[src/rtl/transform_pkg.sv]
// Shared defaults and FSM state encoding for the transform scheduler and its raster counter.
package transform_pkg;

  localparam int DEF_XW   = 11;
  localparam int DEF_YW   = 10;
  localparam int DEF_CVW  = 13;
  localparam int DEF_LAT  = 4;
  localparam int DEF_FB_W = 1024;
  localparam int DEF_FB_H = 768;

  typedef enum logic [2:0] {
    S_IDLE  = 3'd0,
    S_ISSUE = 3'd1,
    S_WAIT  = 3'd2,
    S_EMIT  = 3'd3,
    S_NEXT  = 3'd4,
    S_FIN   = 3'd5
  } sched_state_t;

endpackage

[src/rtl/raster_counter.sv]
// Template raster position (x fastest) with synchronous clear/step and last-pixel detect.
module raster_counter
  import transform_pkg::*;
#(
  parameter int XW = DEF_XW,
  parameter int YW = DEF_YW
) (
  input  logic          clk,
  input  logic          reset_n,
  input  logic          clear,
  input  logic          step,
  input  logic [XW-1:0] width,
  input  logic [YW-1:0] height,
  output logic [XW-1:0] x,
  output logic [YW-1:0] y,
  output logic          last
);

  logic x_at_end;

  assign x_at_end = (x == width - XW'(1));
  assign last     = x_at_end && (y == height - YW'(1));

  always_ff @(posedge clk or negedge reset_n) begin
    if (!reset_n) begin
      x <= '0;
      y <= '0;
    end else if (clear) begin
      x <= '0;
      y <= '0;
    end else if (step) begin
      if (x_at_end) begin
        x <= '0;
        y <= y + YW'(1);
      end else begin
        x <= x + XW'(1);
      end
    end
  end

endmodule

[src/rtl/transform_scheduler.sv]
// Raster-scans a template, issues one transform per pixel and streams (template, camera) coordinate pairs.
// Define TRANSFORM_SCHED_CLIP_EN to drop results that land outside the FB_W x FB_H camera frame.
module transform_scheduler
  import transform_pkg::*;
#(
  parameter int XW   = DEF_XW,
  parameter int YW   = DEF_YW,
  parameter int CVW  = DEF_CVW,
  parameter int LAT  = DEF_LAT,
  parameter int FB_W = DEF_FB_W,
  parameter int FB_H = DEF_FB_H
) (
  input  logic           clk,
  input  logic           reset_n,
  input  logic           go,
  input  logic [XW-1:0]  t_width,
  input  logic [YW-1:0]  t_height,
  output logic           busy,
  output logic           done,
  output logic           tf_start,
  output logic [XW-1:0]  tf_x,
  output logic [YW-1:0]  tf_y,
  input  logic [CVW-1:0] tf_cv_x,
  input  logic [CVW-1:0] tf_cv_y,
  output logic           out_valid,
  input  logic           out_ready,
  output logic [XW-1:0]  out_x,
  output logic [YW-1:0]  out_y,
  output logic [CVW-1:0] out_cv_x,
  output logic [CVW-1:0] out_cv_y,
  output logic           out_offframe
);

  localparam int WCW = (LAT > 1) ? $clog2(LAT) : 1;

  function automatic logic is_offframe(input logic [CVW-1:0] cx, input logic [CVW-1:0] cy);
    return (cx >= CVW'(FB_W)) || (cy >= CVW'(FB_H));
  endfunction

  sched_state_t   state, state_nxt;
  logic [XW-1:0]  w_lat;
  logic [YW-1:0]  h_lat;
  logic [WCW-1:0] wcnt;
  logic [CVW-1:0] cv_x_q, cv_y_q;
  logic           off_q;
  logic           cnt_clear, cnt_step;
  logic [XW-1:0]  cur_x;
  logic [YW-1:0]  cur_y;
  logic           cur_last;
  logic           wait_done, off_now;

  assign wait_done = (state == S_WAIT) && (wcnt == WCW'(LAT - 1));
  assign off_now   = is_offframe(tf_cv_x, tf_cv_y);

  raster_counter #(.XW(XW), .YW(YW)) u_raster (
    .clk    (clk),
    .reset_n(reset_n),
    .clear  (cnt_clear),
    .step   (cnt_step),
    .width  (w_lat),
    .height (h_lat),
    .x      (cur_x),
    .y      (cur_y),
    .last   (cur_last)
  );

  always_ff @(posedge clk or negedge reset_n) begin
    if (!reset_n) begin
      state  <= S_IDLE;
      w_lat  <= '0;
      h_lat  <= '0;
      wcnt   <= '0;
      cv_x_q <= '0;
      cv_y_q <= '0;
      off_q  <= 1'b0;
    end else begin
      state <= state_nxt;
      if (state == S_IDLE && go) begin
        w_lat <= t_width;
        h_lat <= t_height;
      end
      if (state == S_ISSUE)     wcnt <= '0;
      else if (state == S_WAIT) wcnt <= wcnt + WCW'(1);
      // Transform output is valid on the last WAIT cycle; capture it on that edge.
      if (wait_done) begin
        cv_x_q <= tf_cv_x;
        cv_y_q <= tf_cv_y;
`ifdef TRANSFORM_SCHED_CLIP_EN
        off_q  <= 1'b0;
`else
        off_q  <= off_now;
`endif
      end
    end
  end

  always_comb begin
    state_nxt = state;
    cnt_clear = 1'b0;
    cnt_step  = 1'b0;
    case (state)
      S_IDLE: begin
        if (go) begin
          cnt_clear = 1'b1;
          state_nxt = (t_width == '0 || t_height == '0) ? S_FIN : S_ISSUE;
        end
      end
      S_ISSUE: state_nxt = S_WAIT;
      S_WAIT: begin
        if (wait_done) begin
`ifdef TRANSFORM_SCHED_CLIP_EN
          state_nxt = off_now ? S_NEXT : S_EMIT;
`else
          state_nxt = S_EMIT;
`endif
        end
      end
      S_EMIT:  if (out_ready) state_nxt = S_NEXT;
      S_NEXT: begin
        if (cur_last) begin
          state_nxt = S_FIN;
        end else begin
          cnt_step  = 1'b1;
          state_nxt = S_ISSUE;
        end
      end
      S_FIN:   state_nxt = S_IDLE;
      default: state_nxt = S_IDLE;
    endcase
  end

  assign busy         = (state == S_ISSUE) || (state == S_WAIT) ||
                        (state == S_EMIT)  || (state == S_NEXT);
  assign done         = (state == S_FIN);
  assign tf_start     = (state == S_ISSUE);
  assign tf_x         = cur_x;
  assign tf_y         = cur_y;
  assign out_valid    = (state == S_EMIT);
  assign out_x        = cur_x;
  assign out_y        = cur_y;
  assign out_cv_x     = cv_x_q;
  assign out_cv_y     = cv_y_q;
  assign out_offframe = off_q;

endmodule
[config.mk]
export PLATFORM = sky130hd
export DESIGN_NAME = transform_scheduler
export DESIGN_NICKNAME = d
export VERILOG_FILES = /design/src/rtl/transform_pkg.sv /design/src/rtl/raster_counter.sv /design/src/rtl/transform_scheduler.sv
export SDC_FILE = /design/constraint.sdc
export NUM_CORES = 1
export LEC_CHECK = 0
export CORE_UTILIZATION = 45
export CTS_CLUSTER_DIAMETER = 60
export CTS_CLUSTER_SIZE = 10
export DETAILED_ROUTE_END_ITERATION = 10
export GPL_ROUTABILITY_DRIVEN = 0
export GPL_TIMING_DRIVEN = 0
export PLACE_DENSITY_LB_ADDON = 0.3
export SETUP_SLACK_MARGIN = 0.15
export SLEW_MARGIN = 20
export SYNTH_ARGS = -nofsm -noshare
export SYNTH_HDL_FRONTEND = slang
export SYNTH_SLANG_ARGS = --single-unit
[constraint.sdc]
create_clock -name clk -period 2.84 [get_ports clk]
set_input_delay 0.284 -clock clk [delete_from_list [all_inputs] [get_ports clk]]
set_output_delay 0.284 -clock clk [all_outputs]
set_load 0.02 [all_outputs]
==> impl_metrics.yaml <==
status:
  status: "finished with violations"
  violations: "design-rule violations"
route:
  drt_iter0_drc: 129
  vias: 3729
  wl_per_cell_um: 14.9
  first_pass_iters: 10
  vias_per_cell: 5.43
  route.detailed.drc: 6
  drt-total-wl_um: 10200
  postRouteAntennaNets: 0
final_layout:
  final_cell_mix: "122 x clkdlybuf4s50_1, 76 x nand2_1, 73 x dfrtp_1, 32 x buf_4, 29 x mux2_2"
  multi_input_comb_area_mm2: 0.00213
  final_layout_size_suffix_gt1_share_pct: 19.5
  layout_commonest_cell: "clkdlybuf4s50_1"
  syn_to_final_growth_pct: 43.6
  final_util_pct: 67.9
  seq_area_mm2: 0.00185
  layout.nets: 630
  antenna_cells: 0
  fill_cells: 693
synth:
  yosysTopAreaCell: "dfrtp_1"
  syn_area_per_cell_um2: 9.80
  netlist_instances: 427
  ys_ff_latch: 74
  synth_simple_gate_area_share_pct: 22.4
  synth.yosys.seq_area_share_pct: 44.3
  synth_compound_area_share_pct: 9.39
  async_reset_ff_share_pct: 100
  yosys-top-cells-area: "dfrtp_1 44%, mux2_2 7.8%, nand2_1 6.8%"
  yosys_warnings: 0
  synth_fa_ha_area_share_pct: 1.50
  synth_top_flop_cell: "dfrtp_1"
  syn_nets: 483
  synth_xor_area_share_pct: 6.49
  synth_top_family_by_area: "simple AND/OR/NAND/NOR gates"
  synth_mux_area_share_pct: 9.12
  synth_cell_types: 59
  synth_top_area_share_pct: 44.3
  synth_area_mm2: 0.00418
  synth_edf_count: 0
setup_path:
  r2r_cells: 9
  cp-startpoint: "w_lat[3]$_DFFE_PN0P_"
  cp_slowest_cell: "or4_1"
  arrival_ns: 2.95
  reg2reg_to: "u_raster.y[5]$_DFFE_PN0P_"
  crit_path_frequent_cell: "a31oi_4"
  r2r_start: "w_lat[3]$_DFFE_PN0P_"
  critical_path_class: "register to register"
  critPathRequiredTime_ns: 3.11
  crit_fanout: 5
  ff2ff_setup_slack_ns: 0.16
  max_stage_delay_ns: 0.50
  cp-endpoint: "u_raster.y[5]$_DFFE_PN0P_"
  crit_path_end_kind: "register"
  start_kind: "register"
  path_cells: "nor4_4 > nand3_2 > mux2_4 > a31oi_4 > nor3_2 > a31oi_4 > buf_4 > or4_1 > a21oi_1"
sta:
  setup_ws_ns: 0.159
  period_minus_slack_ns: 2.68
  maxSlewHeadroom_pct: 54.3
  slew_viol_final: 0
  fin_skew_ns: 0.0113
  clock.fmax_mhz: 373
  fin_crit_sh_pct: 94.4
  worst_pin_slew_ns: 0.681
  setup_violations: 0
  finalHoldViolations: 0
  rsz0062_at_grt: "true"
flow_run:
  drv_cap: 0
floorplan:
  coreArea_mm2: 0.00885
  die_w_um: 98.4
  initial_utilization_pct: 47.3
  fp.dieH_um: 98.4
  io_pins: 124
  rows: 34
  die-area_mm2: 0.00968
global_routing:
  grt_pass1_vias: 3632
  grt_pass1_wl_um: 16600
  antenna_found_initial: 0
  grt_start_max_net_pins: 55
  grt_usage_pct: 21.6
  gr-total-overflow: 0
clocking:
  clock-root-buffer: "clkbuf_8"
  worstSkewPairLatency_ns: 0.35
  h-tree-depth: 3
  clockBufferDepth: 2
  cts_tree: "done"
  cts-buffers-inserted: 9
  path_clk_slew_ns: 0.08
  cts_sinks: 74
placement:
  pre_cts_ws_ns: -0.0985
  place_hpwl_um: 7600
  io_buffers: 123
power_and_ir_drop:
  p_leak_uw: 0.00252
  max-vdd-ir-drop_mv: 0.557
  powerDensity_mw_per_mm2: 959
worst_hold_path:
  holdCritPathClass: "primary input to asynchronous set/reset pin"
## through the flow
step | total power, uW | std cells | setup TNS (ns) | hold slack [ns] | instance area (um^2)
2_1_floorplan | 3530 | 427 | 0 | -0.0116 | 4180
3_3_place_gp | 4420 | 658 | -79.17 | 0.486 | 5550
3_5_place_dp | 4540 | 659 | -0.0985 | 0.198 | 5570
4_1_cts | 5650 | 678 | 0 | 0.360 | 5890
5_1_grt | 6120 | 687 | 0 | 0.374 | 6010
6_report | 5760 | 687 | 0 | 0.357 | 6010
## what timing repair did
| item | in CTS | in global routing |
|---|---|---|
| setup endpoints to repair | 15 | 15 |
| resized for setup | 11 | 9 |
| pin swaps | 3 | 10 |
| hold buffers | 1 | 0 |
| gates cloned | 0 | 1 |
| endpoints found under the hold margin | 20 | 0 |
| setup buffers | 2 | 8 |
## worst max-delay path: cells and delay by family, from the launching register on
kind	cells	cell delay, ns
simple gates	4	1.35
flops	1	0.46
compound gates	3	0.37
mux	1	0.25
buf+inv	1	0.16
## cell usage after synthesis (all sizes together), types with 7 or more instances
cell type / instances
nand3: 14
nor3: 11
xnor2: 21
buf: 28
nor4: 11
mux2: 30
a21oi: 7
nor2: 18
clkbuf: 12
nand2: 77
nand4: 8
dfrtp: 74
xor2: 10
o21ai: 20
or3: 9
inv: 8
## worst min-delay path by stage
| stage | depth (start not counted) | to | slack, ns | startpoint |
|---|---|---|---|---|
| after floorplan | 0 | h_lat[0]$_DFFE_PN0P_ | -0.01 | reset_n |
| after global placement | 2 | h_lat[9]$_DFFE_PN0P_ | 0.49 | h_lat[9]$_DFFE_PN0P_ |
| after detailed placement | 1 | u_raster.y[6]$_DFFE_PN0P_ | 0.20 | reset_n |
| after CTS | 2 | u_raster.x[5]$_DFFE_PN0P_ | 0.36 | reset_n |
| after global routing | 2 | u_raster.y[6]$_DFFE_PN0P_ | 0.37 | reset_n |
| final | 2 | u_raster.x[5]$_DFFE_PN0P_ | 0.36 | reset_n |
## metal layers
layer | part of all wire (%) | routed length, um | global-route usage (%) | vias to the layer above
met1 | 42 | 4300 | 25.3 | 1801
met3 | 8.4 | 857 | 7.30 | 8
met5 | 0 | 0 | 0 | -
met4 | 0.87 | 89 | 6.20 | 0
met2 | 49 | 4990 | 37.7 | 140
li1 | - | - | - | 1780
## final cells by class
type / count / area share [%]
Multi-Input combinational cell: 305 / 35.4
Sequential cell: 74 / 30.9
Timing Repair Buffer: 136 / 22.4
Buffer: 40 / 4.40
Clock buffer: 11 / 2.52
Tap cell: 108 / 2.25
Clock inverter: 5 / 1.67
Inverter: 8 / 0.500
## registers in the layout, summed over array words and instances, names as in the netlist
name,count
u_raster.y,10
wcnt,2
h_lat,10
u_raster.x,11
out_offframe,1
state,3
out_cv_x,13
w_lat,11
out_cv_y,13
## cells by family (layout without fill, tap and decap cells)
| logic type | after synthesis | after routing |
|---|---|---|
| AOI/OAI and AO/OA | 59 | 59 |
| buffers and inverters | 48 | 200 |
| and+or+nand+nor | 176 | 176 |
| adders and majority gates | 5 | 5 |
| DFF | 74 | 74 |
| muxes | 34 | 34 |
| xor gates and xnor gates | 31 | 31 |
## power by group
part           leakage, uW  switching (uW)  internal, uW  total (uW)
sequential        0.000938             400          1440        1840
clock             0.000129             406           629        1040
combinational      0.00145            1420          1460        2880
total              0.00252            2230          3530        5760
No activity file was read; power rests on OpenSTA's default activity.
